`src/rtl/fact_pkg.sv`:
```
// Shared types and constants for the factorial bus master: FSM states,
// peripheral word addresses, status bit positions and the per-state bus drive.
package fact_pkg;

    typedef enum logic [2:0] {
        IDLE   = 3'd0,
        WR_N   = 3'd1,
        WR_GO  = 3'd2,
        POLL   = 3'd3,
        RD_RES = 3'd4,
        RESP   = 3'd5
    } state_e;

    localparam logic [1:0] ADDR_N      = 2'b00;
    localparam logic [1:0] ADDR_GO     = 2'b01;
    localparam logic [1:0] ADDR_STATUS = 2'b10;
    localparam logic [1:0] ADDR_RESULT = 2'b11;

    localparam int unsigned ST_DONE = 0;
    localparam int unsigned ST_ERR  = 1;

    typedef struct packed {
        logic [1:0] a;
        logic       we;
        logic [3:0] wd;
    } bus_ctrl_t;

    // Bus drive for the cycle spent in state st; n is the operand for WR_N.
    function automatic bus_ctrl_t bus_ctrl(input state_e st, input logic [3:0] n);
        bus_ctrl_t c;
        c.a  = ADDR_N;
        c.we = 1'b0;
        c.wd = 4'h0;
        case (st)
            WR_N: begin
                c.a  = ADDR_N;
                c.we = 1'b1;
                c.wd = n;
            end
            WR_GO: begin
                c.a  = ADDR_GO;
                c.we = 1'b1;
                c.wd = 4'b0001;
            end
            POLL:    c.a = ADDR_STATUS;
            RD_RES:  c.a = ADDR_RESULT;
            default: c.we = 1'b0;
        endcase
        return c;
    endfunction

endpackage

```
`src/rtl/fact_poll_timer.sv`:
```
// Status-poll watchdog for fact_bus_master; only instantiated when the
// FACT_MASTER_TIMEOUT_EN build option is defined.
module fact_poll_timer #(
    parameter int unsigned POLL_MAX = 255
) (
    input  logic clk,
    input  logic rst,
    input  logic clear,
    input  logic enable,
    output logic expired
);

    localparam int unsigned CNT_W = (POLL_MAX < 2) ? 1 : $clog2(POLL_MAX + 1);

    logic [CNT_W-1:0] count_r;

    // Expiry is flagged on the enabled cycle whose increment would reach POLL_MAX.
    assign expired = enable && (count_r == CNT_W'(POLL_MAX - 1));

    // Poll counter: cleared on launch, saturates at POLL_MAX.
    always_ff @(posedge clk) begin
        if (rst) begin
            count_r <= '0;
        end else if (clear) begin
            count_r <= '0;
        end else if (enable && (count_r != CNT_W'(POLL_MAX))) begin
            count_r <= count_r + CNT_W'(1);
        end else begin
            count_r <= count_r;
        end
    end

endmodule

```
`src/rtl/fact_bus_master.sv`:
```
// Request/response front end that drives a memory-mapped factorial peripheral.
// Optional poll timeout is enabled by defining FACT_MASTER_TIMEOUT_EN.
module fact_bus_master
    import fact_pkg::*;
#(
    parameter int unsigned POLL_MAX = 255
) (
    input  logic        clk,
    input  logic        rst,
    input  logic        req_valid,
    input  logic [3:0]  req_n,
    output logic        req_ready,
    output logic [1:0]  bus_a,
    output logic        bus_we,
    output logic [3:0]  bus_wd,
    input  logic [31:0] bus_rd,
    output logic        resp_valid,
    input  logic        resp_ready,
    output logic [31:0] resp_result,
    output logic        resp_err,
    output logic        resp_timeout
);

    state_e    state_r;
    state_e    state_next_s;
    bus_ctrl_t bus_next_s;
    logic      done_s;
    logic      err_s;
    logic      expired_s;
    logic      poll_fail_s;
    logic      timeout_s;
    logic      load_res_s;

    assign done_s = bus_rd[ST_DONE];
    assign err_s  = bus_rd[ST_ERR];

`ifdef FACT_MASTER_TIMEOUT_EN
    logic poll_en_s;
    logic poll_clr_s;

    assign poll_en_s  = (state_r == POLL) && !done_s && !err_s;
    assign poll_clr_s = (state_r == WR_GO);

    fact_poll_timer #(
        .POLL_MAX (POLL_MAX)
    ) u_poll_timer (
        .clk     (clk),
        .rst     (rst),
        .clear   (poll_clr_s),
        .enable  (poll_en_s),
        .expired (expired_s)
    );
`else
    // Parameter kept so both builds share one instantiation interface.
    localparam int unsigned POLL_MAX_UNUSED = POLL_MAX;
    assign expired_s = 1'b0;
`endif

    // Next-state selection; error outranks done, done outranks timeout.
    always_comb begin
        state_next_s = state_r;
        case (state_r)
            IDLE: begin
                if (req_valid) state_next_s = WR_N;
                else           state_next_s = IDLE;
            end
            WR_N:   state_next_s = WR_GO;
            WR_GO:  state_next_s = POLL;
            POLL: begin
                if (err_s)          state_next_s = RESP;
                else if (done_s)    state_next_s = RD_RES;
                else if (expired_s) state_next_s = RESP;
                else                state_next_s = POLL;
            end
            RD_RES: state_next_s = RESP;
            RESP: begin
                if (resp_ready) state_next_s = IDLE;
                else            state_next_s = RESP;
            end
            default: state_next_s = IDLE;
        endcase
    end

    // Response outcome strobes and the bus drive for the upcoming state.
    always_comb begin
        poll_fail_s = (state_r == POLL) && err_s;
        timeout_s   = (state_r == POLL) && !err_s && !done_s && expired_s;
        load_res_s  = (state_r == RD_RES);
        bus_next_s  = bus_ctrl(state_next_s, req_n);
    end

    // State, bus and response registers; bus_wd latches req_n on acceptance.
    always_ff @(posedge clk) begin
        if (rst) begin
            state_r      <= IDLE;
            req_ready    <= 1'b1;
            bus_a        <= 2'b00;
            bus_we       <= 1'b0;
            bus_wd       <= 4'h0;
            resp_valid   <= 1'b0;
            resp_result  <= 32'h0;
            resp_err     <= 1'b0;
            resp_timeout <= 1'b0;
        end else begin
            state_r    <= state_next_s;
            req_ready  <= (state_next_s == IDLE);
            resp_valid <= (state_next_s == RESP);
            bus_a      <= bus_next_s.a;
            bus_we     <= bus_next_s.we;
            bus_wd     <= bus_next_s.wd;
            if (load_res_s) begin
                resp_result  <= bus_rd;
                resp_err     <= 1'b0;
                resp_timeout <= 1'b0;
            end else if (poll_fail_s || timeout_s) begin
                resp_result  <= 32'h0;
                resp_err     <= 1'b1;
                resp_timeout <= timeout_s;
            end else begin
                resp_result  <= resp_result;
                resp_err     <= resp_err;
                resp_timeout <= resp_timeout;
            end
        end
    end

endmodule

```
`config.mk`:
```
export PLATFORM = sky130hd
export DESIGN_NAME = fact_bus_master
export DESIGN_NICKNAME = d
export VERILOG_FILES = /design/src/rtl/fact_pkg.sv /design/src/rtl/fact_poll_timer.sv /design/src/rtl/fact_bus_master.sv
export SDC_FILE = /design/constraint.sdc
export NUM_CORES = 1
export LEC_CHECK = 0
export CELL_PAD_IN_SITES_DETAIL_PLACEMENT = 0
export CELL_PAD_IN_SITES_GLOBAL_PLACEMENT = 1
export CORE_MARGIN = 2
export CORE_UTILIZATION = 28
export CTS_CLUSTER_SIZE = 10
export DETAILED_ROUTE_END_ITERATION = 8
export PLACE_DENSITY = 0.8
export REMOVE_ABC_BUFFERS = 1
export SLEW_MARGIN = 20
export SYNTH_ARGS = -nofsm -noshare
export SYNTH_HDL_FRONTEND = slang
export SYNTH_SLANG_ARGS = --single-unit
```
`constraint.sdc`:
```
create_clock -name clk -period 1.8 [get_ports clk]
set_input_delay 0.27 -clock clk [delete_from_list [all_inputs] [get_ports clk]]
set_output_delay 0.27 -clock clk [all_outputs]
set_load 0.1 [all_outputs]
```
==> flow_metrics.py <==
metrics = {
    "run_status": {
        "status": "finished clean",
    },
    "power": {
        "ir_drop_mv": 0.346,
        "powerDensity_nw_per_um2": 869,
        "power_leakage_nw": 1.04,
        "power.switching_mw": 0.675,
        "internal-power_mw": 1.47,
        "swShare_pct": 31.4,
        "p_seq_share_pct": 49.0,
        "pwr-share-clk_pct": 29.9,
        "pwr-share-comb_pct": 21.1,
    },
    "setup_path": {
        "crit_path_start": "state_r[0]$_SDFF_PP0_",
        "arrival_ps": 1840,
        "r2r_cells": 4,
        "rr_startpoint": "state_r[0]$_SDFF_PP0_",
        "critical_path.endpoint": "resp_result[15]$_SDFFE_PP0P_",
        "worstSetupEndpointType": "flop",
        "cp.required_ps": 2050,
        "rrSetupSlack_ps": 200,
        "rr_endpoint": "resp_result[15]$_SDFFE_PP0P_",
        "crit_fanout": 13,
        "worstSetupStartpointType": "flop",
        "path_class": "flop to flop",
    },
    "hold_path": {
        "min_path_type": "flop to flop",
    },
    "cts": {
        "ctsResizeCount": 0,
        "path_clk_slew_ps": 90,
        "cts_tree": "yes",
        "cts-htree-levels": 2,
        "numCtsBuffers": 5,
        "cts_setup_buffers": 0,
        "hold_buffers": 0,
        "cts-root-buf": "clkbuf_8",
        "clockBufferDepth": 2,
        "cts_sinks": 45,
        "clk_latency_ps": 290,
    },
    "timing": {
        "maxSlewViolCount": 0,
        "fmax_mhz": 626,
        "period_share_pct": 88.7,
        "setup_slack_ps": 204,
        "rsz0062_at_grt": "no",
        "hold_violations": 0,
        "finalSetupViolations": 0,
        "tns_ps": 0,
        "fin_worst_skew_ps": 4.83,
        "period_minus_slack_ps": 1600,
    },
    "drt": {
        "drt_pre_antenna_iters": 4,
        "drt-wirelength-per-cell_um": 13.2,
        "via_per_inst": 4.67,
        "vias": 1339,
        "wl_mm": 3.80,
        "drc": 0,
        "drtIter0Drc": 31,
        "antenna_left": 0,
    },
    "logic_synthesis": {
        "synth-seq-cells": 45,
        "synth_xor_area_share_pct": 0,
        "synthAdderAreaFrac_pct": 0,
        "syn_area_um2": 1560,
        "synth_top_family_by_area": "compound AO/OA/AOI/OAI gates",
        "synthCells": 129,
        "avgSynthCellArea_um2": 12.1,
        "muxShareOfSynthArea_pct": 0,
        "ys_seq_area_share_pct": 57.7,
        "synth_compound_area_share_pct": 28.5,
        "synthDistinctLibCells": 30,
        "synth_warnings": 0,
        "yosys.area_share.simple_pct": 7.62,
    },
    "floorplanning": {
        "die_w_um": 78.6,
        "pin_count": 83,
        "initial_core_util_pct": 28.7,
        "coreArea_um2": 5440,
        "rows": 27,
        "die_h_um": 78.6,
        "die_area_um2": 6190,
    },
    "place": {
        "dpl.hpwl_mm": 2.72,
        "gp_congestion": 0.783,
        "dpl.cell_count": 279,
        "placed_cell_area_um2": 2380,
        "place_ws_ps": 56.8,
        "port_buffers": 81,
    },
    "layout": {
        "layout.nets": 254,
        "areaGrowthSynthToFinish_pct": 58.5,
        "fin_util_pct": 45.5,
        "final_area_um2": 2470,
        "final_cells": 287,
        "final_layout_size_suffix_gt1_share_pct": 37.2,
        "n_antenna_cell": 0,
    },
    "global_routing": {
        "grt_max_degree": 28,
        "grt_pass1_wl_mm": 5.88,
        "antenna_found_initial": 0,
        "grtUsageTotal_pct": 12.2,
        "grt_pass1_vias": 1299,
        "grt_overflow": 0,
    },
    "flow_run": {
        "max_cap_violations": 0,
    },
}
[final cells by class]
class / count / area [um2]
Fill cell: 509 / 2970
Sequential cell: 45 / 901
Timing Repair Buffer: 89 / 803
Multi-Input combinational cell: 71 / 577
Tap cell: 72 / 90.1
Clock buffer: 5 / 68.8
Clock inverter: 3 / 25.0
Inverter: 2 / 7.51
[metal layers]
metal / wire length [um] / part of all wire (%) / GRT usage [%] / vias up
met3: 334 / 8.8 / 4.25 / 8
met5: 0 / 0 / 0 / -
met4: 76 / 2.0 / 6.14 / 0
met2: 1770 / 47 / 19.6 / 49
met1: 1620 / 43 / 14.4 / 631
li1: - / - / - / 651
[how the worst min path moves through the flow]
stage	slack, ps	endpoint	start	depth (start not counted)
2_1_floorplan	340	resp_err$_SDFFE_PP0P_	rst	1
3_3_place_gp	460	resp_result[9]$_SDFFE_PP0P_	resp_result[9]$_SDFFE_PP0P_	1
3_5_place_dp	470	resp_result[17]$_SDFFE_PP0P_	resp_result[17]$_SDFFE_PP0P_	1
4_1_cts	490	resp_result[16]$_SDFFE_PP0P_	resp_result[16]$_SDFFE_PP0P_	1
5_1_grt	500	resp_result[16]$_SDFFE_PP0P_	resp_result[16]$_SDFFE_PP0P_	1
6_report	490	resp_result[9]$_SDFFE_PP0P_	resp_result[9]$_SDFFE_PP0P_	1
[cells by family after synthesis]
family                 Yosys count
DFF                             45
AOI/OAI and AO/OA               50
buffers and inverters           13
other                            1
and+or+nand+nor                 20
[state kept, by name (all words and copies together), names as in the netlist]
register     count
resp_result     32
bus_wd           4
state_r          3
bus_a            2
bus_we           1
req_ready        1
resp_err         1
resp_valid       1
[power groups by stage]
stage	logic [mW]	registers, mW	clock network, mW
final	0.453	1.05	0.642
after global routing	0.475	1.06	0.718
after CTS	0.456	1.05	0.680
after detailed placement	0.454	1.08	0
after floorplan	0.0858	1.26	0
after global placement	0.454	1.08	0
[cell usage after synthesis]
cell type,instances,share of area (%)
a22o_1,13,7.3
and3_1,1,0.40
a21oi_1,5,1.6
dfxtp_1,45,58
a211oi_1,1,0.48
a32oi_1,1,0.56
o21ai_0,3,0.96
nor2b_1,1,0.40
and2_1,4,1.6
o21a_1,2,0.96
nor4_1,1,0.40
nor4_2,1,0.80
a2111oi_0,2,1.1
a221oi_1,1,0.56
buf_2,4,1.3
buf_6,4,2.9
conb_1,1,0.24
nand2_1,2,0.48
buf_4,2,0.96
a22oi_1,1,0.48
and2b_1,1,0.48
nor3b_1,1,0.48
nand3b_1,1,0.48
and3b_1,1,0.56
a221oi_4,1,1.7
nand3_1,1,0.32
a22o_2,20,13
buf_1,1,0.24
nor2_1,5,1.2
inv_1,2,0.48
[critical path, stage by stage, from the launching register on]
cell and delay (ps):
dfxtp_1 610, nor2_1 190, a221oi_4 330, buf_4 250
a22o_1 160
[through the flow]
stage | power, mW | hold WS [ps]
6_report | 2.15 | 486
3_3_place_gp | 1.53 | 464
2_1_floorplan | 1.35 | 339
5_1_grt | 2.25 | 500
4_1_cts | 2.19 | 491
3_5_place_dp | 1.53 | 468
[placed cells by master, fill, tap and decap left out, types with 2 or more instances in the layout]
master / Yosys / routed
a2111oi_0: 2 / 2
a21oi_1: 5 / 5
a22o_1: 13 / 13
a22o_2: 20 / 20
and2_1: 4 / 4
buf_12: 0 / 3
buf_4: 2 / 47
clkbuf_8: 0 / 5
clkdlybuf4s50_1: 0 / 39
dfxtp_1: 45 / 45
inv_1: 2 / 2
inv_6: 0 / 2
nand2_1: 2 / 2
nor2_1: 5 / 5
o21a_1: 2 / 2
o21ai_0: 3 / 3
(Power assumes the default switching activity.)
